**src/rtl/mips_pkg.sv**
```systemverilog
// Shared pipeline-register types: occupancy states and the default bubble instruction.
package mips_pkg;

    typedef enum logic [1:0] {
        EMPTY = 2'd0,
        FULL  = 2'd1,
        SKID  = 2'd2
    } pipe_state_e;

    localparam logic [31:0] NOP_INST_DEFAULT = 32'h0000_0000;

    localparam int unsigned STALL_CNT_W = 16;

endpackage

```
**src/rtl/pipe_entry.sv**
```systemverilog
// One payload slot with a valid bit; clear wins over load and zeroes the payload.
module pipe_entry #(
    parameter int unsigned W = 64
) (
    input  logic         clk,
    input  logic         rst_n,
    input  logic         load,
    input  logic         clear,
    input  logic [W-1:0] d,
    output logic         valid,
    output logic [W-1:0] q
);

    always_ff @(posedge clk or negedge rst_n) begin
        if (!rst_n) begin
            valid <= 1'b0;
            q     <= '0;
        end else if (clear) begin
            valid <= 1'b0;
            q     <= '0;
        end else if (load) begin
            valid <= 1'b1;
            q     <= d;
        end
    end

endmodule

```
**src/rtl/if_id_pipe.sv**
```systemverilog
// IF/ID pipeline register with valid/ready handshake, stall bubbles, flush and stall counter.
// Define IF_ID_SKID_EN to add a skid slot so in_ready no longer depends on out_ready.
module if_id_pipe
    import mips_pkg::*;
#(
    parameter int unsigned        PC_W     = 32,
    parameter int unsigned        INST_W   = 32,
    parameter logic [INST_W-1:0]  NOP_INST = INST_W'(NOP_INST_DEFAULT)
) (
    input  logic                   clk,
    input  logic                   rst_n,
    input  logic                   in_valid,
    output logic                   in_ready,
    input  logic [PC_W-1:0]        in_pc,
    input  logic [INST_W-1:0]      in_inst,
    output logic                   out_valid,
    input  logic                   out_ready,
    output logic [PC_W-1:0]        out_pc,
    output logic [INST_W-1:0]      out_inst,
    input  logic                   stall,
    input  logic                   flush,
    output logic [STALL_CNT_W-1:0] stall_cnt
);

    localparam int unsigned W = PC_W + INST_W;

    pipe_state_e    state_q, state_d;
    logic           main_load, main_clear, main_valid;
    logic [W-1:0]   main_d, main_q;
    logic           in_xfer, out_xfer;

    assign out_valid = main_valid & ~stall;
    assign out_pc    = out_valid ? main_q[W-1:INST_W] : '0;
    assign out_inst  = out_valid ? main_q[INST_W-1:0] : NOP_INST;
    assign in_xfer   = in_valid & in_ready;
    assign out_xfer  = out_valid & out_ready;

`ifdef IF_ID_SKID_EN
    logic           skid_load, skid_clear, skid_valid, main_sel_skid;
    logic [W-1:0]   skid_q;

    // Readiness comes from skid occupancy only, never from out_ready.
    assign in_ready = rst_n & ~stall & (flush | ~skid_valid);
    assign main_d   = main_sel_skid ? skid_q : {in_pc, in_inst};

    pipe_entry #(.W(W)) u_skid (
        .clk   (clk),
        .rst_n (rst_n),
        .load  (skid_load),
        .clear (skid_clear),
        .d     ({in_pc, in_inst}),
        .valid (skid_valid),
        .q     (skid_q)
    );
`else
    assign in_ready = rst_n & ~stall & (~main_valid | out_ready | flush);
    assign main_d   = {in_pc, in_inst};
`endif

    pipe_entry #(.W(W)) u_main (
        .clk   (clk),
        .rst_n (rst_n),
        .load  (main_load),
        .clear (main_clear),
        .d     (main_d),
        .valid (main_valid),
        .q     (main_q)
    );

    always_ff @(posedge clk or negedge rst_n) begin
        if (!rst_n) begin
            state_q <= EMPTY;
        end else begin
            state_q <= state_d;
        end
    end

    // Occupancy transitions; flush beats stall, stall freezes everything.
    always_comb begin
        state_d    = state_q;
        main_load  = 1'b0;
        main_clear = 1'b0;
`ifdef IF_ID_SKID_EN
        skid_load     = 1'b0;
        skid_clear    = 1'b0;
        main_sel_skid = 1'b0;
`endif
        if (flush) begin
            state_d    = EMPTY;
            main_clear = 1'b1;
`ifdef IF_ID_SKID_EN
            skid_clear = 1'b1;
`endif
        end else if (!stall) begin
            case (state_q)
                EMPTY: begin
                    if (in_xfer) begin
                        main_load = 1'b1;
                        state_d   = FULL;
                    end
                end
                FULL: begin
                    if (in_xfer && out_xfer) begin
                        main_load = 1'b1;
`ifdef IF_ID_SKID_EN
                    end else if (in_xfer) begin
                        skid_load = 1'b1;
                        state_d   = SKID;
`endif
                    end else if (out_xfer) begin
                        main_clear = 1'b1;
                        state_d    = EMPTY;
                    end
                end
`ifdef IF_ID_SKID_EN
                SKID: begin
                    if (out_xfer) begin
                        main_load     = 1'b1;
                        main_sel_skid = 1'b1;
                        skid_clear    = 1'b1;
                        state_d       = FULL;
                    end
                end
`endif
                default: begin
                    state_d    = EMPTY;
                    main_clear = 1'b1;
                end
            endcase
        end
    end

    always_ff @(posedge clk or negedge rst_n) begin
        if (!rst_n) begin
            stall_cnt <= '0;
        end else if (stall && !flush && (stall_cnt != {STALL_CNT_W{1'b1}})) begin
            stall_cnt <= stall_cnt + STALL_CNT_W'(1);
        end
    end

endmodule
```
**config.mk**
```make
export PLATFORM = sky130hd
export DESIGN_NAME = if_id_pipe
export DESIGN_NICKNAME = d
export VERILOG_FILES = /design/src/rtl/mips_pkg.sv /design/src/rtl/pipe_entry.sv /design/src/rtl/if_id_pipe.sv
export SDC_FILE = /design/constraint.sdc
export NUM_CORES = 1
export LEC_CHECK = 0
export ABC_CLOCK_PERIOD_IN_PS = 1810
export CORE_MARGIN = 5
export CORE_UTILIZATION = 39
export CTS_CLUSTER_SIZE = 10
export DETAILED_ROUTE_END_ITERATION = 8
export HOLD_SLACK_MARGIN = 0.1
export PLACE_DENSITY = 0.84
export SLEW_MARGIN = 40
export SYNTH_ARGS = -nofsm -noshare
export SYNTH_HDL_FRONTEND = slang
export SYNTH_SLANG_ARGS = --single-unit
export TNS_END_PERCENT = 30
```
**constraint.sdc**
```tcl
create_clock -name clk -period 1.81 [get_ports clk]
set_input_delay 0.362 -clock clk [delete_from_list [all_inputs] [get_ports clk]]
set_output_delay 0.362 -clock clk [all_outputs]
set_load 0.005 [all_outputs]
```
==> flow_summary_export.csv <==
group,metric,value,unit
outcome,status,"complete, but fails checks",
outcome,violations,"setup timing",
critical_path,worstPathArrival,1.50,ns
job,max-cap-violations,0,
cts,cts_tree,"built",
pwr,power.density,657,mW/mm²
timing,worst_pin_slew,0.740,ns
cts,cts.clk_slew.worst_paths,0.09,ns
drt,wl,11.3,mm
synthesis,synth_top_cell_area_share,55.5,%
pwr,design_power_total,3.97,mW
synthesis,yosys.area.top_type,"dfrtp_1",
timing,fin_skew,0.00746,ns
global_route,gr-usage-all-layers,19.9,%
global_route,grt_pass1_vias,3483,
cts,cts-root-buf,"clkbuf_8",
synthesis,netlist_instances,313,
timing,worst_slack,-0.0541,ns
drt,num_vias,3201,
place,port_buffers,151,
synthesis,yosysSeqAreaShare,55.5,%
cells_and_area,seq_area,0.00205,mm²
critical_path,crit_chain,"nor2b_4 > buf_12 > buf_12 > buf_6 > and2_4 > buf_6",
die,ios,152,
place,place_hpwl,7.32,mm
pwr,p_leak,2.87,nW
critical_path,cp_max_fo,5,
drt,routedWlPerCell,18.0,µm
synthesis,yosysWarnings,0,
critical_path,cp_top_family,"buffers and inverters",
timing,drv_slew,0,
cts,clock_latency,0.35,ns
critical_path,ff2ff_setup_slack,0.08,ns
synthesis,syn_area_per_cell,11.8,µm²
synthesis,yosys-top-cells-area,"dfrtp_1 55%, a22o_1 12%, and2_1 11%, a22o_2 4.1%, buf_6 2.1%",
cts,ctsHoldBuffers,0,
drt,ant_nets,0,
pwr,ir_drop,0.320,mV
cells_and_area,fin_cells,628,
critical_path,worstReg2RegStart,"u_main.valid",
die,fp.dieW,107,µm
worst_hold_path,hp-class,"input pin to asynchronous set/reset pin",
synthesis,yosys-top-cells-count,"82 x dfrtp_1, 64 x and2_1, 49 x a22o_1",
synthesis,synth_seq_cells,82,
timing,hold_viol_final,0,
cts,h-tree-depth,3,
drt,drt_iter0_drc,131,
critical_path,ff2ff_path_depth,8,
synthesis,yosys.cell_types.count,36,
global_route,grt_pass1_wl,18.0,mm
drt,dr.pass1.iters,4,
synthesis,syn_nets,384,
drt,drc,0,
drt,vias_per_cell,5.10,
synthesis,yosysMostFrequentCell,"dfrtp_1",
die,die_area,0.0115,mm²
critical_path,worstSetupEndpointType,"primary output",
global_route,grt_start_max_net_pins,83,
critical_path,cp.required,1.45,ns
timing,finalSetupTns,-0.556,ns
synthesis,synth_ff_type,"dfrtp_1",
timing,slew_headroom,50.7,%
place,gp_congestion,0.811,
global_route,antenna_found_initial,0,
cells_and_area,area_delta_synth_final,63.4,%
synthesis,async_flop_share,100,%
cells_and_area,insertedDiodeCount,0,
place,place_inst,597,
cells_and_area,drive_gt1_share,39.1,%
critical_path,cpMaxStageDelayCell,"dfrtp_1",
timing,setup_viol,15,
cells_and_area,nFillCells,692,
critical_path,critPathLaunch,"u_main.valid",
critical_path,path_buf_inv,4,
cells_and_area,nNetsFinal,565,
die,start_util,40.0,%
synthesis,synth_edf_count,0,
critical_path,critPathLaunchType,"flip-flop",
cts,clockBufferDepth,2,
timing,rsz0062_at_grt,"true",
global_route,grt_remaining_overflow,0,
critical_path,crit_type,"flip-flop to primary output",
timing,hold_ws,0.203,ns
timing,period_minus_slack,1.86,ns
cts,numClockSinks,82,
synthesis,syn_area,0.00370,mm²
cts,cts_buffers,9,
die,row_count,35,
critical_path,r2r-end,"u_main.q[3]",
timing,period_share,103,%
die,dieHeight,107,µm
critical_path,slowest_delay,0.39,ns
cells_and_area,multi_input_area,0.00167,mm²
timing,clock.fmax,536,MHz
die,fp.coreArea,0.00924,mm²
## metal layers
| layer | GRT usage (%) | routed length, µm | share of wire (%) | vias to the layer above |
|---|---|---|---|---|
| met2 | 34.4 | 5940 | 53 | 104 |
| met5 | 0 | 0 | 0 | - |
| met1 | 24.1 | 4440 | 39 | 1601 |
| met3 | 5.40 | 770 | 6.8 | 13 |
| li1 | - | - | - | 1483 |
| met4 | 6.13 | 154 | 1.4 | 0 |
## worst max-delay path by stage
stage / to / slack (ns) / cells after the start
2_1_floorplan: u_main.q[0] / 0.01 / 6
3_3_place_gp: u_main.q[8] / -0.51 / 7
3_5_place_dp: u_main.q[9] / -0.54 / 7
4_1_cts: out_pc[10] / -0.20 / 7
5_1_grt: out_pc[3] / -0.12 / 6
6_report: out_pc[3] / -0.05 / 6
## layout by cell type (no fill, tap or decap), types with 3 or more instances in the layout
cell	netlist	final
a21oi_1	7	7
a22o_1	49	49
a22o_2	15	15
and2_1	64	15
and2_4	0	49
buf_12	0	7
buf_2	0	16
buf_4	1	19
buf_6	7	56
clkbuf_2	0	4
clkbuf_8	0	9
clkdlybuf4s50_1	0	81
dfrtp_1	82	81
inv_1	3	3
mux2_2	3	3
nand2_1	11	11
nand3_1	4	4
nand4_1	5	5
nor2_1	10	9
nor3_1	3	3
xnor2_1	3	3
xor2_1	7	7
## worst register-to-register path: stages (launching register included)
cell and delay, ns:
dfrtp_1 0.37, buf_4 0.13, buf_4 0.11, inv_1 0.06
a2111oi_4 0.29, buf_4 0.17, nor2_4 0.05, buf_12 0.16
a22o_2 0.27
## metrics by stage
| stage | worst slack [ns] | instance area (µm²) | util [%] |
|---|---|---|---|
| 5_1_grt | -0.123 | 6040 | 65.4 |
| 4_1_cts | -0.201 | 6020 | 65.1 |
| 6_report | -0.0541 | 6040 | 65.4 |
| 3_3_place_gp | -0.508 | 5500 | 59.5 |
| 2_1_floorplan | 0.0148 | 3700 | - |
| 3_5_place_dp | -0.542 | 5500 | 59.5 |
## power breakdown
group	total [mW]	internal, mW	switching [mW]
logic	0.638	0.386	0.253
registers	2.05	1.93	0.120
clock network	1.28	0.635	0.649
## state kept, by name (all words and copies together) (netlist names)
register / flops
u_main.q: 64
stall_cnt: 16
state_q: 1
u_main.valid: 1
## kinds of logic after synthesis
logic type	after synthesis	synth area share [%]
adder cells (fa/ha/maj)	1	0.338
buffers and inverters	24	3.96
XOR/XNOR	10	2.37
AND/OR/NAND/NOR	113	18.0
AO/OA/AOI/OAI	80	18.9
flip-flops	82	55.5
multiplexers	3	0.914
## area by class of cell
class | count | area share, %
Sequential cell | 82 | 34.0
Clock buffer | 11 | 2.17
Inverter | 3 | 0.186
Timing Repair Buffer | 191 | 32.5
Multi-Input combinational cell | 207 | 27.6
Clock inverter | 5 | 0.911
Tap cell | 129 | 2.67
## repair_timing
| item | 4_1_cts | 5_1_grt |
|---|---|---|
| gates resized for setup | 318 | 62 |
| setup buffers | 11 | 4 |
| gates cloned | 7 | 1 |
| hold endpoints to repair | 0 | 0 |
| pin swaps | 14 | 18 |
| endpoints found under the setup margin | 130 | 134 |
No activity file was read; power rests on OpenSTA's default activity.
